--- src/rtl/debounce_pkg.sv ---
`default_nettype none
// ============================================================================
// Module  : debounce_pkg
// Brief   : Shared constants for the board-input debouncer (cycle counts,
//           channel indices, default polarity mask).
// Revision: 1.0 - initial release
// ============================================================================
package debounce_pkg;

  localparam int DB_DEFAULT_CYCLES_50MHZ = 500000;
  localparam int DB_SIM_CYCLES           = 8;
  localparam int DB_DEFAULT_N_CH         = 22;

  localparam int CH_BTND   = 0;
  localparam int CH_BTNR   = 1;
  localparam int CH_BTNU   = 2;
  localparam int CH_BTNL   = 3;
  localparam int CH_BTNC   = 4;
  localparam int CH_RESETN = 5;
  localparam int CH_SW0    = 6;

  // CPU_RESETN is the only active-low pin on the board.
  localparam logic [DB_DEFAULT_N_CH-1:0] DB_DEFAULT_INV_MASK =
    DB_DEFAULT_N_CH'(1) << CH_RESETN;

endpackage : debounce_pkg
`default_nettype wire

--- src/rtl/debounce_chan.sv ---
`default_nettype none
// ============================================================================
// Module  : debounce_chan
// Brief   : One debounce channel: stability counter, accepted level and
//           registered rise/fall event pulses.
// Revision: 1.0 - initial release
// ============================================================================
module debounce_chan
  import debounce_pkg::*;
#(
  parameter int CNT_W     = 20,
  parameter int DB_CYCLES = DB_DEFAULT_CYCLES_50MHZ
) (
  input  logic clk,
  input  logic rst,
  input  logic i_s,
  output logic o_db,
  output logic o_rise,
  output logic o_fall
);

  localparam logic [CNT_W-1:0] c_last_cnt = CNT_W'(DB_CYCLES - 1);

  logic             r_db;
  logic             r_rise;
  logic             r_fall;
  logic [CNT_W-1:0] r_cnt;

  // Any agreeing sample restarts the count, so only an unbroken run of
  // DB_CYCLES differing samples changes the accepted level.
  always_ff @(posedge clk) begin
    if (rst) begin
      r_db   <= 1'b0;
      r_cnt  <= '0;
      r_rise <= 1'b0;
      r_fall <= 1'b0;
    end else begin
      r_rise <= 1'b0;
      r_fall <= 1'b0;
      if (i_s == r_db) begin
        r_cnt <= '0;
      end else if (r_cnt == c_last_cnt) begin
        r_db   <= i_s;
        r_cnt  <= '0;
        r_rise <= i_s;
        r_fall <= ~i_s;
      end else begin
        r_cnt <= r_cnt + CNT_W'(1);
      end
    end
  end

  assign o_db   = r_db;
  assign o_rise = r_rise;
  assign o_fall = r_fall;

endmodule : debounce_chan
`default_nettype wire

--- src/rtl/debounce_edge_n.sv ---
`default_nettype none
// ============================================================================
// Module  : debounce_edge_n
// Brief   : N-channel board-input debouncer with 2-FF synchronisers,
//           per-channel polarity correction and rise/fall event pulses.
// Revision: 1.0 - initial release
// ============================================================================
module debounce_edge_n
  import debounce_pkg::*;
#(
  parameter int              N_CH      = DB_DEFAULT_N_CH,
  parameter int              CNT_W     = 20,
  parameter int              DB_CYCLES = DB_DEFAULT_CYCLES_50MHZ,
  parameter logic [N_CH-1:0] INV_MASK  = {N_CH{1'b0}}
) (
  input  logic            clk,
  input  logic            reset,
  input  logic [N_CH-1:0] in_raw,
  output logic [N_CH-1:0] db_out,
  output logic [N_CH-1:0] rise_pulse,
  output logic [N_CH-1:0] fall_pulse,
  output logic            any_change
);

  logic [N_CH-1:0] r_sync1;
  logic [N_CH-1:0] r_sync2;
  logic [N_CH-1:0] w_s;
  logic [N_CH-1:0] w_db;
  logic [N_CH-1:0] w_rise;
  logic [N_CH-1:0] w_fall;

  // Resetting to INV_MASK makes an idle active-low pin read inactive at once.
  always_ff @(posedge clk) begin
    if (reset) begin
      r_sync1 <= INV_MASK;
      r_sync2 <= INV_MASK;
    end else begin
      r_sync1 <= in_raw;
      r_sync2 <= r_sync1;
    end
  end

  assign w_s = r_sync2 ^ INV_MASK;

  for (genvar g = 0; g < N_CH; g++) begin : g_chan
    debounce_chan #(
      .CNT_W     (CNT_W),
      .DB_CYCLES (DB_CYCLES)
    ) u_chan (
      .clk    (clk),
      .rst    (reset),
      .i_s    (w_s[g]),
      .o_db   (w_db[g]),
      .o_rise (w_rise[g]),
      .o_fall (w_fall[g])
    );
  end

  assign db_out     = w_db;
  assign rise_pulse = w_rise;
  assign fall_pulse = w_fall;
  assign any_change = |(w_rise | w_fall);

endmodule : debounce_edge_n
`default_nettype wire

--- config.mk ---
export PLATFORM = sky130hd
export DESIGN_NAME = debounce_edge_n
export DESIGN_NICKNAME = d
export VERILOG_FILES = /design/src/rtl/debounce_pkg.sv /design/src/rtl/debounce_chan.sv /design/src/rtl/debounce_edge_n.sv
export SDC_FILE = /design/constraint.sdc
export NUM_CORES = 1
export LEC_CHECK = 0
export BUFFER_PORTS_ARGS = -buffer_cell sky130_fd_sc_hd__buf_2
export CORE_MARGIN = 2
export CORE_UTILIZATION = 55
export CTS_BUF_LIST = sky130_fd_sc_hd__clkbuf_2 sky130_fd_sc_hd__clkbuf_4 sky130_fd_sc_hd__clkbuf_8
export DETAILED_ROUTE_END_ITERATION = 16
export GPL_ROUTABILITY_DRIVEN = 0
export GPL_TIMING_DRIVEN = 0
export PLACE_DENSITY_LB_ADDON = 0.05
export REMOVE_ABC_BUFFERS = 1
export SYNTH_ARGS = -nofsm -noshare
export SYNTH_HDL_FRONTEND = slang
export SYNTH_SLANG_ARGS = --single-unit
--- constraint.sdc ---
create_clock -name clk -period 2.5 [get_ports clk]
set_clock_uncertainty 0.05 [all_clocks]
set_input_delay 0.5 -clock clk [delete_from_list [all_inputs] [get_ports clk]]
set_output_delay 0.5 -clock clk [all_outputs]
set_load 0.02 [all_outputs]
Word level (Yosys, flattened, before mapping)
Index checks and enable logic that the tools add are counted.

storage, ports and cells
  bits of input ports = 24
  bits in registers = 550

cells by class
  add/sub/neg operators = 22
  reduce and logical (&&, ||, !) cells = 67
  equality and inequality tests = 44
  bitwise gates (word level) = 67

operator list
  cell                                                               count
  20-bit by 1-bit adder with 20-bit output, second input constant    22
  20-bit by 19-bit == test with 1-bit output, second input constant  22
  3-bit OR reduction                                                 44
  1-bit NOT                                                          66
  2-bit AND reduction                                                22
  1-bit == test                                                      22
  22-bit bitwise OR                                                  1
  22-bit OR reduction                                                1

Logic depth before layout (Yosys ltp)
  depth after elaboration = 3
  gate-level depth with buffers = 7
  mapped depth without buffers = 5

Hierarchy
From an unflattened synthesis, not the netlist that was laid out.

unflattened totals
  cell total of the unflattened synthesis = 2511
  area, all modules = 24105.6 µm²

by module, submodules not included
  module                                 area an instance (µm²)  instances  cells each  sequential area each (µm²)
  debounce_chan at g_chan[0].u_chan ...  1038.5                  21         109         460.4
  debounce_edge_n                        1270.0                  1          107         880.8
  debounce_chan at g_chan[9].u_chan      1027.2                  1          115         460.4

Worst setup path after synthesis
No wires, ideal clock.

  path kind = register to register
  start = register g_chan[13].u_chan.r_cnt[0]
  end = register g_chan[13].u_chan.r_cnt[10]
  slack = 482 ps
  path buffers = 1
  stages on the path, launching flop included = 6
  required time = 2332 ps
  data arrival time = 1851 ps
  cell sequence = dfxtp_1 > ha_1 > nand4_1 > o41ai_2 > buf_2 > nor2_1

between the ends
  longest elaborated chain between the ends = 2

ends and longest elaborated chain
  element                                                                           line                 source
  start, declared                                                                   debounce_chan.sv:27  logic [CNT_W-1:0] r_cnt;
  start signal, assigned                                                            debounce_chan.sv:48  r_cnt <= r_cnt + CNT_W'(1);
  branches (longest 2 deep; another with 20-bit by 1-bit adder with 20-bit output)  n/a

Several ways; the timed one is not identified.
A chain may end at the register's enable or synchronous reset.

Worst setup path after layout
  start = register g_chan[5].u_chan.r_rise
  end = output port any_change

between the ends
  longest elaborated chain between the ends = 2

ends and longest elaborated chain
  element                 line                   source
  start, declared         debounce_chan.sv:25    logic r_rise;
  start signal, assigned  debounce_chan.sv:45    r_rise <= i_s;
  22-bit bitwise OR       debounce_edge_n.sv:62  assign any_change = |(w_rise | w_fall);
  22-bit OR reduction     debounce_edge_n.sv:62
  end, declared           debounce_edge_n.sv:22  output logic any_change

No other way between the ends.

==> results.py <==
metrics = {
    "finish": {
        "drive_gt1_share_pct": 11.0,
        "final_util_pct": 62.0,
        "final_common_cell": "dfxtp_1",
        "fin_nets": 2807,
        "final_cell_mix": "dfxtp_1, nor2_1, xnor2_1, nand4_1, nand3_1",
        "diodes": 0,
        "syn2layout_area_growth_pct": 11.6,
        "fillers": 3766,
    },
    "timing": {
        "finalSetupViolCount": 1,
        "rsz0062_at_grt": "yes",
        "worst_pin_slew_ns": 1.01,
        "setup_ws_ns": -0.231,
        "slew_headroom_pct": 32.7,
        "slew_viol_final": 0,
        "fin_crit_sh_pct": 109,
        "final_hold_viol_count": 0,
        "max_freq_mhz": 366,
        "finalHoldWorstSlack_ns": 0.0638,
        "fin_crit_ns": 2.73,
        "finalSetupTns_ns": -0.231,
    },
    "die": {
        "core-area_sq_mm": 0.0430,
        "fp.dieW_um": 212,
        "die-area_sq_mm": 0.0451,
        "ios": 91,
        "num_rows": 76,
        "start_util_pct": 55.6,
        "dieHeight_um": 212,
    },
    "clock_network": {
        "cts_tree": "built",
        "cts_root_buf": "clkbuf_8",
        "cts_buffers": 89,
        "clkLatencyLatePin_ns": 0.64,
        "numClockSinks": 550,
        "cts.reportedPaths.clkPinSlew_ns": 0.06,
        "ctsHtreeMaxLevel": 3,
        "cts_buffer_depth": 3,
    },
    "logic_synthesis": {
        "async_flop_share_pct": 0,
        "synth-edff-count": 0,
        "synth_cell_type_count": 58,
        "synth.area.top_cells": "dfxtp_1, xnor2_1, nor2_1",
        "syn_avg_cell_area_sq_um": 8.89,
        "synth_seq_cells": 550,
        "synth_top_flop_cell": "dfxtp_1",
        "synth_top_area_share_pct": 46.1,
        "ys_seq_area_share_pct": 46.1,
        "ys_warn_count": 0,
        "synthCells": 2686,
        "syn_area_sq_mm": 0.0239,
        "synth_top_area_cell": "dfxtp_1",
    },
    "detailed_routing": {
        "wl_per_cell_um": 14.0,
        "wl_um": 47800,
        "drt-vias-per-instance": 5.52,
        "drt-initial-drc-count": 927,
        "drc": 0,
        "ant_nets": 0,
        "vias": 18800,
        "drtPass1Iterations": 7,
    },
    "worst_setup_path": {
        "required_ns": 1.95,
        "r2r-start": "g_chan[8].u_chan.r_cnt[0]$_SDFF_PP0_",
        "critPathMaxFanout": 2,
        "start_kind": "flop",
        "worstSetupPathType": "flop to output pin",
        "arrival_ns": 2.18,
        "cp-startpoint": "g_chan[5].u_chan.o_rise$_SDFF_PP0_",
        "worstSetupEndpointType": "output pin",
    },
    "power_and_ir_drop": {
        "power.leakage_nw": 8.34,
        "power_density_mw_per_mm2": 637,
        "power_switching_mw": 3.56,
        "power_frac_seq_pct": 52.1,
        "internal_power_mw": 13.4,
        "p_comb_share_pct": 1.3,
        "p_clk_share_pct": 46.7,
        "peakVddDrop_mv": 0.448,
        "switching_share_pct": 20.9,
    },
    "grt": {
        "grt_first_pass_wirelength_um": 80400,
        "antenna_found_initial": 0,
        "grtUsageTotal_pct": 21.1,
        "grt_remaining_overflow": 0,
        "grt_max_degree": 66,
        "grt_pass1_vias": 17500,
    },
    "job": {
        "drv_cap": 0,
    },
    "min_path": {
        "hp-start": "in_raw[19]",
        "min_path_type": "input port to flop",
    },
    "run_status": {
        "status": "complete, but fails checks",
        "violations": "setup timing",
    },
    "placed_design": {
        "port_buffers": 90,
        "dpl.hpwl_um": 32500,
    },
}
cell usage after synthesis (13+ instances only):
cell type and count:
and4_1 41, ha_1 22, xnor2_1 177, nand3_1 135
or3_1 72, nor3_1 69, nor4b_1 21, o21ai_0 69
nor4_1 98, or2_2 15, and3_1 42, dfxtp_1 550
nand2_1 123, buf_2 14, buf_4 68, nor2_1 377
a21oi_1 123, nor2b_1 49, xor2_1 132, inv_1 79
nand2b_1 13, clkbuf_1 48, or4_1 76, nand4_1 137
o31ai_1 52
stage by stage:
| stage | cells | setup slack [ns] | instance area [sq um] | total power, mW |
|---|---|---|---|---|
| 2_1_floorplan | 2553 | 0.0481 | 23100 | 9.13 |
| 3_3_place_gp | 3228 | -1.08 | 24300 | 9.21 |
| 3_5_place_dp | 3233 | -0.423 | 24400 | 9.22 |
| 4_1_cts | 3409 | -0.396 | 26600 | 17.2 |
| 5_1_grt | 3411 | -0.420 | 26700 | 17.7 |
| 6_report | 3411 | -0.231 | 26700 | 17.0 |
timing repair:
action / in CTS / in global routing
endpoints found under the hold margin: 20 / 0
setup buffers: 0 / 1
resized for setup: 18 / 10
setup endpoints to repair: 61 / 132
hold buffers: 20 / 0
pin swaps: 0 / 3
area by class of cell:
class | count | area (sq um) | area share [%]
tap | 585 | 732 | 2.75
sequential | 550 | 11000 | 41.3
multi-input combinational | 1924 | 12000 | 45.0
timing repair buffer | 117 | 757 | 2.84
clock buffer | 141 | 1790 | 6.72
clock inverter | 15 | 80.1 | 0.300
inverter | 79 | 297 | 1.11
cells by family (layout without fill, tap and decap cells):
kind of cell,count (synthesis),after routing,share of synthesized area [%]
DFF,550,550,46.1
muxes,5,5,0.210
AOI/OAI and AO/OA,275,275,6.95
buffers and inverters,212,352,4.52
xor gates and xnor gates,309,309,11.3
adders and majority gates,22,22,1.15
and+or+nand+nor,1313,1313,29.7
flip-flops by register name (all words and copies together), names as in the netlist:
register / cells
g_chan.u_chan.r_cnt: 440
g_chan.u_chan.o_rise: 22
g_chan.u_chan.o_db: 22
r_sync2: 22
r_sync1: 22
g_chan.u_chan.o_fall: 22
routing by layer:
layer	wire, um	track usage [%]	vias to the layer above
met5	0	0	-
met4	1100	7.50	0
met3	1960	4.80	74
met2	21900	34.6	271
met1	22800	27.2	8803
li1	-	-	9696
worst paths after layout:
check | slack (ns) | cells after the start | endpoint
hold / removal | 0.06 | 2 | r_sync1[19]$_SDFF_PP0_
hold reg to reg | 0.38 | 1 | r_sync2[5]$_SDFF_PP0_
setup reg to reg | 0.21 | 5 | g_chan[8].u_chan.r_cnt[13]$_SDFF_PP0_
setup / recovery | -0.23 | 5 | any_change
critical path: stages, from the launching register on:
cell	delay, ns
dfxtp_1	0.32
nor4_2	0.49
nand4_1	0.18
nor2_2	0.24
nand4_1	0.12
buf_2	0.19
power groups by stage:
| stage | logic (mW) | clock network [mW] | registers, mW |
|---|---|---|---|
| after global placement | 0.175 | 0 | 9.03 |
| after detailed placement | 0.187 | 0 | 9.03 |
| after global routing | 0.242 | 8.59 | 8.84 |
| after floorplan | 0.102 | 0 | 9.02 |
| after CTS | 0.213 | 8.18 | 8.84 |
| final | 0.216 | 7.93 | 8.84 |
(Power assumes the default switching activity.)
